[src/rtl/pe_array_tile_sched_if.sv]
// pe_array_tile_sched_if: job config, operand-read, array-control and writeback signals of the tile scheduler.
// The perf counter signals exist only when TILE_SCHED_PERF_EN is defined.
interface pe_array_tile_sched_if #(
    parameter int ADDR_W = 8,
    parameter int CNT_W  = 8
);
    logic              start;
    logic [CNT_W-1:0]  cfg_m_tiles;
    logic [CNT_W-1:0]  cfg_n_tiles;
    logic [CNT_W-1:0]  cfg_k_tiles;
    logic [ADDR_W-1:0] cfg_a_base;
    logic [ADDR_W-1:0] cfg_b_base;
    logic [ADDR_W-1:0] cfg_c_base;
    logic [1:0]        cfg_mode;
    logic              a_rd_en;
    logic [ADDR_W-1:0] a_rd_addr;
    logic              b_rd_en;
    logic [ADDR_W-1:0] b_rd_addr;
    logic              arr_valid_in;
    logic              arr_acc_zero;
    logic [1:0]        pe_mode;
    logic              wb_valid;
    logic [ADDR_W-1:0] wb_addr;
    logic              wb_ready;
    logic              busy;
    logic              done;
    logic              err_cfg;
`ifdef TILE_SCHED_PERF_EN
    logic [31:0]       perf_busy_cyc;
    logic [31:0]       perf_wb_stall;
`endif

    modport master (
        output start, cfg_m_tiles, cfg_n_tiles, cfg_k_tiles, cfg_a_base, cfg_b_base, cfg_c_base, cfg_mode, wb_ready,
        input  a_rd_en, a_rd_addr, b_rd_en, b_rd_addr, arr_valid_in, arr_acc_zero, pe_mode,
        input  wb_valid, wb_addr, busy, done, err_cfg
`ifdef TILE_SCHED_PERF_EN
        , input perf_busy_cyc, perf_wb_stall
`endif
    );

    modport slave (
        input  start, cfg_m_tiles, cfg_n_tiles, cfg_k_tiles, cfg_a_base, cfg_b_base, cfg_c_base, cfg_mode, wb_ready,
        output a_rd_en, a_rd_addr, b_rd_en, b_rd_addr, arr_valid_in, arr_acc_zero, pe_mode,
        output wb_valid, wb_addr, busy, done, err_cfg
`ifdef TILE_SCHED_PERF_EN
        , output perf_busy_cyc, perf_wb_stall
`endif
    );
endinterface

[src/rtl/pe_array_tile_sched.sv]
// pe_array_tile_sched: sequences k/n/m tile loops for the PE array, driving operand reads, array control and writeback.
// Define TILE_SCHED_PERF_EN to add busy-cycle and writeback-stall counters.
module pe_array_tile_sched #(
    parameter int TILE_SIZE = 4,
    parameter int ADDR_W    = 8,
    parameter int CNT_W     = 8
) (
    input  logic                 clk,
    input  logic                 rst,
    pe_array_tile_sched_if.slave bus
);
    typedef enum logic [2:0] {IDLE, ISSUE, DRAIN, WB, DONE} state_t;

    if (TILE_SIZE < 1) begin : g_bad_tile_size
    end

    state_t            state_q, state_d;
    logic [CNT_W-1:0]  k_cnt_q, k_cnt_d, n_cnt_q, n_cnt_d, m_cnt_q, m_cnt_d;
    logic [CNT_W-1:0]  k_tiles_q, k_tiles_d, n_tiles_q, n_tiles_d, m_tiles_q, m_tiles_d;
    logic [ADDR_W-1:0] a_row_q, a_row_d, b_col_q, b_col_d, b_base_q, b_base_d;
    logic              drain_q, drain_d;
    logic              a_rd_en_q, a_rd_en_d;
    logic [ADDR_W-1:0] a_rd_addr_q, a_rd_addr_d, b_rd_addr_q, b_rd_addr_d;
    logic              arr_valid_q, arr_valid_d, acc_zero_q, acc_zero_d;
    logic [1:0]        pe_mode_q, pe_mode_d;
    logic              wb_valid_q, wb_valid_d;
    logic [ADDR_W-1:0] wb_addr_q, wb_addr_d;
    logic              busy_q, busy_d, done_q, done_d, err_cfg_q, err_cfg_d;
    logic              start_ok, last_k, last_n, last_m, accept;

    assign start_ok = (|bus.cfg_m_tiles) & (|bus.cfg_n_tiles) & (|bus.cfg_k_tiles);
    assign last_k   = k_cnt_q == k_tiles_q - CNT_W'(1);
    assign last_n   = n_cnt_q == n_tiles_q - CNT_W'(1);
    assign last_m   = m_cnt_q == m_tiles_q - CNT_W'(1);
    assign accept   = wb_valid_q & bus.wb_ready;

    always_comb begin
        state_d     = state_q;
        k_cnt_d     = k_cnt_q;
        n_cnt_d     = n_cnt_q;
        m_cnt_d     = m_cnt_q;
        k_tiles_d   = k_tiles_q;
        n_tiles_d   = n_tiles_q;
        m_tiles_d   = m_tiles_q;
        a_row_d     = a_row_q;
        b_col_d     = b_col_q;
        b_base_d    = b_base_q;
        drain_d     = drain_q;
        a_rd_en_d   = 1'b0;
        a_rd_addr_d = a_rd_addr_q;
        b_rd_addr_d = b_rd_addr_q;
        pe_mode_d   = pe_mode_q;
        wb_addr_d   = wb_addr_q;
        err_cfg_d   = 1'b0;
        case (state_q)
            IDLE: if (bus.start) begin
                state_d     = start_ok ? ISSUE : DONE;
                err_cfg_d   = !start_ok;
                a_rd_en_d   = start_ok;
                k_cnt_d     = '0;
                n_cnt_d     = '0;
                m_cnt_d     = '0;
                k_tiles_d   = bus.cfg_k_tiles;
                n_tiles_d   = bus.cfg_n_tiles;
                m_tiles_d   = bus.cfg_m_tiles;
                a_row_d     = bus.cfg_a_base;
                b_col_d     = bus.cfg_b_base;
                b_base_d    = bus.cfg_b_base;
                a_rd_addr_d = bus.cfg_a_base;
                b_rd_addr_d = bus.cfg_b_base;
                wb_addr_d   = bus.cfg_c_base;
                pe_mode_d   = bus.cfg_mode;
            end
            ISSUE: begin
                state_d     = last_k ? DRAIN : ISSUE;
                a_rd_en_d   = !last_k;
                k_cnt_d     = last_k ? '0 : k_cnt_q + CNT_W'(1);
                drain_d     = 1'b0;
                a_rd_addr_d = last_k ? a_rd_addr_q : a_rd_addr_q + ADDR_W'(1);
                b_rd_addr_d = last_k ? b_rd_addr_q : b_rd_addr_q + ADDR_W'(n_tiles_q);
            end
            DRAIN: begin
                drain_d = 1'b1;
                state_d = drain_q ? WB : DRAIN;
            end
            WB: if (accept) begin
                wb_addr_d = wb_addr_q + ADDR_W'(1);
                if (last_n && last_m) begin
                    state_d = DONE;
                end else begin
                    // n advances within an output row; a row change steps A by K_T and rewinds B to its base column
                    state_d     = ISSUE;
                    a_rd_en_d   = 1'b1;
                    n_cnt_d     = last_n ? '0 : n_cnt_q + CNT_W'(1);
                    m_cnt_d     = last_n ? m_cnt_q + CNT_W'(1) : m_cnt_q;
                    a_row_d     = last_n ? a_row_q + ADDR_W'(k_tiles_q) : a_row_q;
                    b_col_d     = last_n ? b_base_q : b_col_q + ADDR_W'(1);
                    a_rd_addr_d = a_row_d;
                    b_rd_addr_d = b_col_d;
                end
            end
            DONE: state_d = IDLE;
            default: state_d = IDLE;
        endcase
        arr_valid_d = a_rd_en_q;
        acc_zero_d  = a_rd_en_q & (k_cnt_q == '0);
        wb_valid_d  = state_d == WB;
        busy_d      = state_d != IDLE;
        done_d      = state_d == DONE;
    end

    always_ff @(posedge clk or posedge rst) begin
        if (rst) begin
            state_q     <= IDLE;
            k_cnt_q     <= '0;
            n_cnt_q     <= '0;
            m_cnt_q     <= '0;
            k_tiles_q   <= '0;
            n_tiles_q   <= '0;
            m_tiles_q   <= '0;
            a_row_q     <= '0;
            b_col_q     <= '0;
            b_base_q    <= '0;
            drain_q     <= 1'b0;
            a_rd_en_q   <= 1'b0;
            a_rd_addr_q <= '0;
            b_rd_addr_q <= '0;
            arr_valid_q <= 1'b0;
            acc_zero_q  <= 1'b0;
            pe_mode_q   <= '0;
            wb_valid_q  <= 1'b0;
            wb_addr_q   <= '0;
            busy_q      <= 1'b0;
            done_q      <= 1'b0;
            err_cfg_q   <= 1'b0;
        end else begin
            state_q     <= state_d;
            k_cnt_q     <= k_cnt_d;
            n_cnt_q     <= n_cnt_d;
            m_cnt_q     <= m_cnt_d;
            k_tiles_q   <= k_tiles_d;
            n_tiles_q   <= n_tiles_d;
            m_tiles_q   <= m_tiles_d;
            a_row_q     <= a_row_d;
            b_col_q     <= b_col_d;
            b_base_q    <= b_base_d;
            drain_q     <= drain_d;
            a_rd_en_q   <= a_rd_en_d;
            a_rd_addr_q <= a_rd_addr_d;
            b_rd_addr_q <= b_rd_addr_d;
            arr_valid_q <= arr_valid_d;
            acc_zero_q  <= acc_zero_d;
            pe_mode_q   <= pe_mode_d;
            wb_valid_q  <= wb_valid_d;
            wb_addr_q   <= wb_addr_d;
            busy_q      <= busy_d;
            done_q      <= done_d;
            err_cfg_q   <= err_cfg_d;
        end
    end

    assign bus.a_rd_en      = a_rd_en_q;
    assign bus.a_rd_addr    = a_rd_addr_q;
    assign bus.b_rd_en      = a_rd_en_q;
    assign bus.b_rd_addr    = b_rd_addr_q;
    assign bus.arr_valid_in = arr_valid_q;
    assign bus.arr_acc_zero = acc_zero_q;
    assign bus.pe_mode      = pe_mode_q;
    assign bus.wb_valid     = wb_valid_q;
    assign bus.wb_addr      = wb_addr_q;
    assign bus.busy         = busy_q;
    assign bus.done         = done_q;
    assign bus.err_cfg      = err_cfg_q;

`ifdef TILE_SCHED_PERF_EN
    logic [31:0] perf_busy_q, perf_busy_d, perf_stall_q, perf_stall_d;
    logic        perf_clr;

    assign perf_clr = (state_q == IDLE) & bus.start;

    always_comb begin
        perf_busy_d  = perf_clr ? '0 : (busy_q && !(&perf_busy_q)) ? perf_busy_q + 32'd1 : perf_busy_q;
        perf_stall_d = perf_clr ? '0 : (wb_valid_q && !bus.wb_ready && !(&perf_stall_q)) ? perf_stall_q + 32'd1 : perf_stall_q;
    end

    always_ff @(posedge clk or posedge rst) begin
        if (rst) begin
            perf_busy_q  <= '0;
            perf_stall_q <= '0;
        end else begin
            perf_busy_q  <= perf_busy_d;
            perf_stall_q <= perf_stall_d;
        end
    end

    assign bus.perf_busy_cyc = perf_busy_q;
    assign bus.perf_wb_stall = perf_stall_q;
`endif
endmodule
[src/flat_wrapper.sv]
// flat-port wrapper written by rule: the top's interface ports become plain ports
module pe_array_tile_sched_flat 
#(
    parameter int TILE_SIZE = 4,
    parameter int ADDR_W    = 8,
    parameter int CNT_W     = 8
)
  (clk, rst, bus_start, bus_cfg_m_tiles, bus_cfg_n_tiles, bus_cfg_k_tiles, bus_cfg_a_base, bus_cfg_b_base, bus_cfg_c_base, bus_cfg_mode, bus_wb_ready, bus_a_rd_en, bus_a_rd_addr, bus_b_rd_en, bus_b_rd_addr, bus_arr_valid_in, bus_arr_acc_zero, bus_pe_mode, bus_wb_valid, bus_wb_addr, bus_busy, bus_done, bus_err_cfg);
  pe_array_tile_sched_if #(.ADDR_W(ADDR_W), .CNT_W(CNT_W)) bus_i ();
  input  logic clk;
  input  logic rst;
  input wire logic [$bits(bus_i.start)-1:0] bus_start;
  input wire logic [$bits(bus_i.cfg_m_tiles)-1:0] bus_cfg_m_tiles;
  input wire logic [$bits(bus_i.cfg_n_tiles)-1:0] bus_cfg_n_tiles;
  input wire logic [$bits(bus_i.cfg_k_tiles)-1:0] bus_cfg_k_tiles;
  input wire logic [$bits(bus_i.cfg_a_base)-1:0] bus_cfg_a_base;
  input wire logic [$bits(bus_i.cfg_b_base)-1:0] bus_cfg_b_base;
  input wire logic [$bits(bus_i.cfg_c_base)-1:0] bus_cfg_c_base;
  input wire logic [$bits(bus_i.cfg_mode)-1:0] bus_cfg_mode;
  input wire logic [$bits(bus_i.wb_ready)-1:0] bus_wb_ready;
  output wire logic [$bits(bus_i.a_rd_en)-1:0] bus_a_rd_en;
  output wire logic [$bits(bus_i.a_rd_addr)-1:0] bus_a_rd_addr;
  output wire logic [$bits(bus_i.b_rd_en)-1:0] bus_b_rd_en;
  output wire logic [$bits(bus_i.b_rd_addr)-1:0] bus_b_rd_addr;
  output wire logic [$bits(bus_i.arr_valid_in)-1:0] bus_arr_valid_in;
  output wire logic [$bits(bus_i.arr_acc_zero)-1:0] bus_arr_acc_zero;
  output wire logic [$bits(bus_i.pe_mode)-1:0] bus_pe_mode;
  output wire logic [$bits(bus_i.wb_valid)-1:0] bus_wb_valid;
  output wire logic [$bits(bus_i.wb_addr)-1:0] bus_wb_addr;
  output wire logic [$bits(bus_i.busy)-1:0] bus_busy;
  output wire logic [$bits(bus_i.done)-1:0] bus_done;
  output wire logic [$bits(bus_i.err_cfg)-1:0] bus_err_cfg;
  assign bus_i.start = bus_start;
  assign bus_i.cfg_m_tiles = bus_cfg_m_tiles;
  assign bus_i.cfg_n_tiles = bus_cfg_n_tiles;
  assign bus_i.cfg_k_tiles = bus_cfg_k_tiles;
  assign bus_i.cfg_a_base = bus_cfg_a_base;
  assign bus_i.cfg_b_base = bus_cfg_b_base;
  assign bus_i.cfg_c_base = bus_cfg_c_base;
  assign bus_i.cfg_mode = bus_cfg_mode;
  assign bus_i.wb_ready = bus_wb_ready;
  assign bus_a_rd_en = bus_i.a_rd_en;
  assign bus_a_rd_addr = bus_i.a_rd_addr;
  assign bus_b_rd_en = bus_i.b_rd_en;
  assign bus_b_rd_addr = bus_i.b_rd_addr;
  assign bus_arr_valid_in = bus_i.arr_valid_in;
  assign bus_arr_acc_zero = bus_i.arr_acc_zero;
  assign bus_pe_mode = bus_i.pe_mode;
  assign bus_wb_valid = bus_i.wb_valid;
  assign bus_wb_addr = bus_i.wb_addr;
  assign bus_busy = bus_i.busy;
  assign bus_done = bus_i.done;
  assign bus_err_cfg = bus_i.err_cfg;
  pe_array_tile_sched #(.TILE_SIZE(TILE_SIZE), .ADDR_W(ADDR_W), .CNT_W(CNT_W)) u_core (.clk(clk), .rst(rst), .bus(bus_i));
endmodule
[config.mk]
export PLATFORM = sky130hd
export DESIGN_NAME = pe_array_tile_sched_flat
export DESIGN_NICKNAME = d
export VERILOG_FILES = /design/src/rtl/pe_array_tile_sched_if.sv /design/src/rtl/pe_array_tile_sched.sv /design/src/flat_wrapper.sv
export SDC_FILE = /design/constraint.sdc
export NUM_CORES = 1
export LEC_CHECK = 0
export ABC_AREA = 1
export CAP_MARGIN = 20
export CORE_MARGIN = 2
export CORE_UTILIZATION = 50
export DETAILED_ROUTE_END_ITERATION = 7
export PLACE_DENSITY = 0.7
export SLEW_MARGIN = 25
export SYNTH_ARGS = -nofsm -noshare
export SYNTH_HDL_FRONTEND = slang
export SYNTH_SLANG_ARGS = --single-unit
export TNS_END_PERCENT = 5
[constraint.sdc]
create_clock -name clk -period 6.17 [get_ports clk]
set_clock_uncertainty 0.05 [all_clocks]
set_input_delay 0.9255 -clock clk [delete_from_list [all_inputs] [get_ports clk]]
set_output_delay 0.9255 -clock clk [all_outputs]
set_load 0.03 [all_outputs]
==> results.py <==
metrics = {
    "clocking": {
        "postCtsSetupBuffers": 0,
        "cts_sinks": 109,
        "cts_resized": 0,
        "root_buffer": "clkbuf_16",
        "numCtsBuffers": 9,
        "clk_latency_ns": 0.36,
        "cts_tree": "built",
        "cts_buffer_depth": 2,
        "h-tree-depth": 3,
        "ctsHoldBuffers": 0,
        "clk_pin_slew_ns": 0.08,
    },
    "cells_and_area": {
        "multi_input_comb_area_um2": 3840,
        "final_area_um2": 8460,
        "diodes": 0,
        "register_area_um2": 2730,
        "area_growth_syn_to_layout_pct": 18.3,
        "fin_nets": 1202,
        "layout_commonest_cell": "nand2_1",
        "drive_gt1_share_pct": 3.82,
        "utilization_pct": 60.7,
        "final.fill_count": 1321,
        "layout_common_cells": "nand2_1 (425), inv_1 (114), dfrtp_1 (109), nand3_1 (97), clkdlybuf4s50_1 (87)",
    },
    "drt": {
        "drt-pass1-iter-count": 7,
        "num_vias": 6813,
        "via_per_inst": 5.21,
        "drtIter0Drc": 420,
        "post_drt_wl_per_cell_um": 14.1,
        "postRouteWirelength_mm": 18.5,
        "drcViolationCount": 0,
        "ant_nets": 0,
    },
    "critical_path": {
        "cp_data_arrival_time_ns": 3.46,
        "r2r_cells": 15,
        "cp-endpoint": "u_core.a_row_q[3]$_DFFE_PP0P_",
        "critPathLaunchType": "flop",
        "crit-reg2reg-launch": "u_core.n_tiles_q[0]$_DFFE_PP0P_",
        "required_ns": 6.38,
        "critPathMaxFanout": 33,
        "critPathKind": "reg2reg",
        "reg2reg_slack_ns": 2.91,
        "end_kind": "flop",
        "timing.rr.end": "u_core.a_row_q[3]$_DFFE_PP0P_",
        "startpoint": "u_core.n_tiles_q[0]$_DFFE_PP0P_",
    },
    "job": {
        "cap_violations": 0,
    },
    "sta": {
        "clock.fmax_mhz": 307,
        "setup_viol": 0,
        "slew_headroom_pct": 35.4,
        "finalCriticalPeriod_ns": 3.26,
        "fin_crit_sh_pct": 52.8,
        "final.setup.tns_ns": 0,
        "rsz0062_at_grt": "no",
        "finalMaxSlewViolations": 0,
        "finalHoldViolations": 0,
        "worstMarginPinSlew_ns": 0.968,
    },
    "synthesis": {
        "syn_area_um2": 7150,
        "seq_area_frac_synth_pct": 38.1,
        "synth_top_cell_by_area": "dfrtp_1",
        "ys_top_cells_by_area": "dfrtp_1 (38%), nand2_1 (22%), nand3_1 (6.8%), inv_1 (6.0%), ha_1 (4.2%)",
        "syn_nets": 1127,
        "synthesis.instances": 1047,
        "syn_area_per_cell_um2": 6.83,
        "netlist.area_leader.share_pct": 38.1,
        "ys_ff_latch": 109,
        "synth_cell_types": 36,
        "ys.warnings.count": 0,
    },
    "global_routing": {
        "gr-total-overflow": 0,
        "track_usage_pct": 26.2,
        "grt_pass1_wl_mm": 31.1,
        "grt_antenna_before_repair": 0,
        "grt_pass1_vias": 6272,
        "grt_max_degree": 63,
    },
    "placed_design": {
        "gp_congestion": 0.864,
        "io_buffers": 87,
        "postPlaceCellArea_um2": 8140,
        "hpwl_mm": 13.4,
    },
    "power_and_ir_drop": {
        "leakage_nw": 4.30,
        "power.density_nw_per_um2": 520,
        "peakVddDrop_mv": 0.324,
    },
    "min_path": {
        "hold_path.class": "reg2reg",
        "hold_start": "u_core.bus.a_rd_en$_DFF_PP0_",
    },
    "floorplan": {
        "core_um2": 13900,
        "dieArea_um2": 15300,
        "die_w_um": 124,
        "die_h_um": 124,
        "start_util_pct": 51.3,
        "ioPinCount": 88,
        "rows": 43,
    },
    "status": {
        "outcome": "complete, no violations",
    },
}
==> layout make-up <==
type / count / area share [%]
inverter: 116 / 5.17
tap: 180 / 2.66
clock buffer: 9 / 2.66
sequential: 109 / 32.2
clock inverter: 7 / 1.17
timing repair buffer: 92 / 10.7
multi-input combinational: 794 / 45.4
==> worst max-delay path, stage by stage (launching register included) <==
cell and delay, ns:
dfrtp_1 0.40, inv_1 0.15, ha_1 0.24, nand2_1 0.07
nor2_1 0.17, nand2_1 0.09, nand2_1 0.08, nand2_1 0.05
nand2_1 0.05, nand3_1 0.09, nor2_2 0.73, nand3_4 0.22
nand3_4 0.33, inv_2 0.23, nand2_1 0.12, nand2_1 0.05
==> through the flow <==
| step | setup slack (ns) | hold WS (ns) | total power, mW | instances |
|---|---|---|---|---|
| floorplan | 2.32 | 0.399 | 3.08 | 1047 |
| global placement | 2.76 | 0.398 | 3.71 | 1291 |
| detailed placement | 2.68 | 0.382 | 3.75 | 1291 |
| CTS | 2.87 | 0.417 | 4.41 | 1307 |
| global route | 2.51 | 0.432 | 4.85 | 1307 |
| finish | 2.91 | 0.414 | 4.40 | 1307 |
==> routing by layer <==
| metal | global-route usage, % | part of all wire [%] |
|---|---|---|
| met5 | 0 | 0 |
| met4 | 7.74 | 1.9 |
| met3 | 4.03 | 5.1 |
| met2 | 40.8 | 45 |
| met1 | 37.8 | 48 |
==> cells by family (layout without fill, tap and decap cells) <==
kind of cell,count (synthesis),after routing,share of synthesized area (%)
and+or+nand+nor,639,639,37.5
buffers and inverters,144,224,8.22
DFF,109,109,38.1
AOI/OAI and AO/OA,95,95,7.08
xor gates and xnor gates,34,34,4.27
adders and majority gates,26,26,4.76
==> where the power goes <==
| part | internal (mW) | total (mW) | switching, mW | leakage, nW |
|---|---|---|---|---|
| clock | 0.358 | 0.642 | 0.284 | 0.156 |
| sequential | 1.00 | 1.30 | 0.295 | 1.38 |
| combinational | 0.914 | 2.46 | 1.55 | 2.76 |
==> worst min path at each step <==
stage	slack [ns]	end	cells after the start
floorplan	0.40	u_core.b_col_q[3]$_DFFE_PP0P_	2
detailed placement	0.38	u_core.bus.arr_valid_in$_DFF_PP0_	0
global placement	0.40	u_core.bus.arr_valid_in$_DFF_PP0_	0
finish	0.41	u_core.bus.arr_valid_in$_DFF_PP0_	0
global route	0.43	u_core.bus.arr_valid_in$_DFF_PP0_	0
CTS	0.42	u_core.bus.arr_valid_in$_DFF_PP0_	0
==> registers in the layout (all words and copies together), names as in the netlist <==
signal,flops
u_core.m_cnt_q,8
u_core.bus.wb_addr,8
u_core.bus.a_rd_addr,8
u_core.bus.arr_acc_zero,1
u_core.state_q,3
u_core.n_tiles_q,8
u_core.bus.pe_mode,2
u_core.bus.wb_valid,1
u_core.bus.arr_valid_in,1
u_core.bus.busy,1
u_core.m_tiles_q,8
u_core.k_cnt_q,8
u_core.b_col_q,8
u_core.n_cnt_q,8
u_core.a_row_q,8
u_core.drain_q,1
u_core.k_tiles_q,8
u_core.bus.a_rd_en,1
u_core.bus.b_rd_addr,8
u_core.b_base_q,8
u_core.bus.done,1
u_core.bus.err_cfg,1
==> synthesized netlist by cell type, drive strengths merged <==
cell type,n
nand2,427
inv,116
dfrtp,109
nand3,100
nor2,67
o21ai,61
ha,24
xor2,20
a21oi,17
clkbuf,17
xnor2,14
buf,11
nand4,11
nor3,11
or2,9
nor4,7
o22ai,7
nand3b,6
a31oi,3
o211ai,3
fa,2
a211oi,1
a21o,1
a2bb2oi,1
and3,1
o21bai,1
(Power assumes the default switching activity.)
